**src/rtl/qlf_k4n8_accum.sv**
```systemverilog
// Registered carry-chain accumulator cell: LOAD/HOLD/ADD/SUB with
// optional input stage, sticky signed overflow and unsigned saturation.
module qlf_k4n8_accum #(
  parameter int               WIDTH = 8,
  parameter int               PIPE  = 0,
  parameter int               SAT   = 0,
  parameter logic [WIDTH-1:0] INIT  = '0
) (
  input  logic             C,
  input  logic             R,
  input  logic             CE,
  input  logic             in_valid,
  input  logic [1:0]       op,
  input  logic [WIDTH-1:0] D,
  input  logic             CI,
  output logic [WIDTH-1:0] Q,
  output logic             CO,
  output logic             OV,
  output logic             out_valid
);

  localparam logic [1:0] OP_HOLD = 2'b00;
  localparam logic [1:0] OP_LOAD = 2'b01;
  localparam logic [1:0] OP_ADD  = 2'b10;
  localparam logic [1:0] OP_SUB  = 2'b11;

  logic             x_valid;
  logic [1:0]       x_op;
  logic [WIDTH-1:0] x_d;
  logic             x_ci;

  generate
    if (PIPE != 0) begin : g_pipe
      logic             s_valid;
      logic [1:0]       s_op;
      logic [WIDTH-1:0] s_d;
      logic             s_ci;

      // Input stage; reset drops any captured op.
      always_ff @(posedge C) begin
        if (R) begin
          s_valid <= 1'b0;
          s_op    <= OP_HOLD;
          s_d     <= '0;
          s_ci    <= 1'b0;
        end else if (CE) begin
          s_valid <= in_valid;
          s_op    <= op;
          s_d     <= D;
          s_ci    <= CI;
        end
      end

      assign x_valid = s_valid;
      assign x_op    = s_op;
      assign x_d     = s_d;
      assign x_ci    = s_ci;
    end else begin : g_direct
      assign x_valid = in_valid;
      assign x_op    = op;
      assign x_d     = D;
      assign x_ci    = CI;
    end
  endgenerate

  logic [WIDTH-1:0] dx;
  logic [WIDTH:0]   sum;
  logic             c_msb;
  logic             v;
  logic [WIDTH-1:0] q_arith;

  // Adder column; carry into MSB recovered from the MSB sum bit.
  always_comb begin
    dx      = (x_op == OP_SUB) ? ~x_d : x_d;
    sum     = {1'b0, Q} + {1'b0, dx}
            + {{WIDTH{1'b0}}, x_ci};
    c_msb   = sum[WIDTH-1] ^ Q[WIDTH-1] ^ dx[WIDTH-1];
    v       = c_msb ^ sum[WIDTH];
    q_arith = sum[WIDTH-1:0];
    if (SAT != 0) begin
      if (x_op == OP_ADD && sum[WIDTH])
        q_arith = '1;
      else if (x_op == OP_SUB && !sum[WIDTH])
        q_arith = '0;
    end
  end

  // Accumulator state; CE=0 freezes everything, reset dominates.
  always_ff @(posedge C) begin
    if (R) begin
      Q         <= INIT;
      CO        <= 1'b0;
      OV        <= 1'b0;
      out_valid <= 1'b0;
    end else if (CE) begin
      out_valid <= x_valid;
      if (x_valid) begin
        unique case (x_op)
          OP_HOLD: ;
          OP_LOAD: begin
            Q  <= x_d;
            CO <= 1'b0;
            OV <= 1'b0;
          end
          OP_ADD, OP_SUB: begin
            Q  <= q_arith;
            CO <= sum[WIDTH];
            OV <= OV | v;
          end
        endcase
      end
    end
  end

endmodule
```
**config.mk**
```make
export PLATFORM = sky130hd
export DESIGN_NAME = qlf_k4n8_accum
export DESIGN_NICKNAME = d
export VERILOG_FILES = /design/src/rtl/qlf_k4n8_accum.sv
export SDC_FILE = /design/constraint.sdc
export NUM_CORES = 1
export LEC_CHECK = 0
export BUFFER_PORTS_ARGS = -buffer_cell sky130_fd_sc_hd__buf_4
export CAP_MARGIN = 20
export CORE_MARGIN = 2
export CORE_UTILIZATION = 25
export DETAILED_ROUTE_END_ITERATION = 8
export PLACE_DENSITY = 0.47
export SLEW_MARGIN = 10
export SYNTH_ARGS = -nofsm -noshare
export SYNTH_HDL_FRONTEND = slang
export SYNTH_SLANG_ARGS = --single-unit
export TNS_END_PERCENT = 1
```
**constraint.sdc**
```tcl
create_clock -name C -period 3.4 [get_ports C]
set_clock_uncertainty 0.15 [all_clocks]
set_input_delay 0.34 -clock C [delete_from_list [all_inputs] [get_ports C]]
set_output_delay 0.34 -clock C [all_outputs]
set_load 0.03 [all_outputs]
```
==> reports/qor.csv <==
stage,metric,value,unit
sta,post-route minimum period,2.55,ns
clock_tree,CTS Hold Bufs,0,
synthesis,Mapped Area,928,um2
worst_setup_path,FF-to-FF setup slack,1.06,ns
clock_tree,"Setup Fix Bufs, Post-CTS",0,
clock_tree,clock sink total,11,
detailed_routing,WL/cell,13.2,um
floorplanning,FP Rows,22,
cells_and_area,fill count,385,
floorplanning,Die Ht,64.9,um
detailed_routing,DR vias,922,
placement,DP HPWL,1860,um
detailed_routing,drt drc,0,
clock_tree,CTS tree,built,
placement,placed inst area,1170,um2
synthesis,area fraction of the dominant cell type after synthesis,23.7,%
worst_setup_path,"Buf+Inv Stages, Crit Path",2,
cells_and_area,"most common cell after layout, fill and taps aside",buf_4,
worst_setup_path,critical path's slowest cell,fa_1,
clock_tree,Num CTS Buffers,3,
global_route,global route overflow,0,
cells_and_area,Area Overhead vs Synth,30.7,%
clock_tree,CTS H-tree lvls,1,
global_route,largest net degree at the start of global routing,14,
sta,Least-Margin Pin Slew,0.867,ns
global_route,vias in the first global route,885,
pwr,leakage power,0.545,nW
clock_tree,Clock Latency Late Sink,0.25,ns
worst_setup_path,Worst Setup Start Kind,input port,
clock_tree,CTS Root Cell,clkbuf_8,
sta,Slew headroom,42.0,%
worst_setup_path,CP required,3.40,ns
placement,Buffers on Ports,25,
detailed_routing,post-route ant nets,0,
floorplanning,num ports,26,
global_route,GRT Util Overall,12.4,%
synthesis,register area share after synthesis,23.7,%
global_route,initial antenna violation count,0,
worst_setup_path,kind of critical path,in2reg,
synthesis,Mapped Cells,109,
clock_tree,Clock Path Buffers,2,
worst_setup_path,CP max stage delay,0.40,ns
floorplanning,die width,64.9,um
synthesis,syn_area_per_cell,8.52,um2
cells_and_area,nets@finish,163,
floorplanning,Die ar.,4220,um2
hold_path,HP Class,in2reg,
synthesis,Yosys cell types,34,
detailed_routing,DRT Pass-1 Iters,4,
global_route,first-pass GRT wire length,3980,um
placement,gpl congestion,0.779,
worst_setup_path,"most used cell, CP",fa_1,
sta,Fin. Hold Viols,0,
worst_setup_path,CP Max Fanout,9,
floorplanning,core area,3610,um2
cells_and_area,layout cell share with drive strength beyond 1,22.6,%
cells_and_area,Multi-input gate area,671,um2
detailed_routing,routed wire length,2450,um
run_status,status,"complete, no violations",
cells_and_area,"leading cell types in the layout, fill and taps excluded","26 x buf_4, 11 x dfxtp_1, 11 x nor2_1, 9 x xnor2_1, 9 x a21oi_1",
synthesis,syn_nets,134,
detailed_routing,via/cell ratio,4.98,
sta,Setup-failing EPs final,0,
sta,final setup TNS,0,ns
synthesis,leading area contributor after synthesis,dfxtp_1,
clock_tree,Clock transition at path regs,0.06,ns
sta,final clock period utilization by the worst path,75.0,%
job,# Max-Cap Violations,0,
clock_tree,PostCTS Resize Cnt,0,
worst_setup_path,"Largest delay share family, worst path",compound AO/OA/AOI/OAI gates,
cells_and_area,ANT cells,0,
worst_setup_path,critical path cell sequence,"buf_4, nand2_4, xor2_1, fa_1, inv_1, fa_1, a21o_1, a211oi_1, o21bai_1, a2111o_1, o311ai_1",
synthesis,Yosys reg bits,11,
cells_and_area,register area,220,um2
sta,RSZ-0062 raised after global routing,false,
cells_and_area,Final Instance Area,1210,um2
pwr,pwr dens,376,nW/um2
floorplanning,Starting Density,25.7,%
sta,max-slew violation count,0,
detailed_routing,First DRT Iteration DRCs,36,
synthesis,Synth area leaders,"dfxtp_1 24%, ha_1 11%, xnor2_1 8.5%",
sta,fmax,0.392,GHz
synthesis,yosys warns,0,
pwr,Max VDD drop,0.0985,mV
worst_setup_path,crit path DAT,2.55,ns
worst_setup_path,CP endpoint kind,flip-flop,
[worst register-to-register path, stage by stage, from the launching register on]
cell      delay (ns)
dfxtp_1         0.31
inv_1           0.09
fa_1            0.19
inv_1           0.05
fa_1            0.40
a21o_1          0.19
a211oi_1        0.24
o21bai_1        0.15
a2111o_1        0.40
o311ai_1        0.07
[per-stage QoR]
stage | setup WS (ns) | hold slack (ns) | power (mW) | instances | utilization, %
after floorplan | 0.824 | 0.299 | 0.266 | 109 | -
after global placement | 0.589 | 0.311 | 0.318 | 181 | 32.4
after detailed placement | 0.547 | 0.325 | 0.318 | 181 | 32.4
after CTS | 0.809 | 0.161 | 0.462 | 185 | 33.7
after global routing | 0.695 | 0.171 | 0.488 | 185 | 33.7
final | 0.849 | 0.162 | 0.457 | 185 | 33.7
[path summary, 6_finish.rpt]
kind	from	to	cells past startpoint
max	op[1]	OV	11
min	in_valid	Q[1]	2
max reg2reg	Q[0]	OV	9
min reg2reg	out_valid	out_valid	2
[flip-flops by register name (all words and copies together), names as in the netlist]
name,flops
CO,1
OV,1
Q,8
out_valid,1
[cell families (layout without fill, tap and decap cells)]
group                      after synthesis  after routing  share of synthesized area (%)
xor gates and xnor gates                13             13                           13.7
adders and majority gates               10             10                           15.1
buffers and inverters                    8             36                           4.04
AOI/OAI and AO/OA                       37             37                           27.0
and+or+nand+nor                         30             30                           16.4
DFF                                     11             11                           23.7
[cells in the mapped netlist]
master / n
a2111o_1: 1
inv_1: 6
o22ai_1: 1
nand2b_1: 2
dfxtp_1: 11
nor2b_1: 1
a222oi_1: 2
o21ai_0: 6
a31oi_1: 2
xnor3_1: 1
o311ai_1: 1
xor2_1: 3
nand3b_1: 2
a211oi_1: 2
nand3_1: 1
o21bai_1: 1
buf_6: 1
o211ai_1: 1
or3_1: 4
a22o_1: 1
a21oi_1: 9
nand4_1: 2
nand2_1: 5
a22oi_1: 4
ha_1: 8
xnor2_1: 9
a21o_1: 4
a311oi_1: 1
nor2_1: 11
clkbuf_1: 1
nor3_1: 1
nand2_4: 1
a31o_2: 1
fa_1: 2
[routing by layer]
metal  up-vias  GRT usage [%]  part of all wire, %
met1       442           15.0                   45
met3         4           1.74                  3.0
met4         0           7.18                  1.5
li1        459              -                    -
met2        17           21.0                   50
met5         -              0                    0
[report_power, final]
group          total (mW)  internal (mW)  leakage [nW]  switching (mW)
Clock               0.143         0.0830        0.0228          0.0600
Combinational       0.170         0.0783         0.432          0.0915
Sequential          0.144          0.137        0.0898         0.00687
[area by class of cell]
class / count / area share (%)
inverter: 6 / 1.86
clock buffer: 4 / 3.71
timing repair buffer: 26 / 16.1
sequential: 11 / 18.1
multi-input combinational: 90 / 55.3
tap: 48 / 4.95
Note: power is estimated with default switching activity, not from simulation.
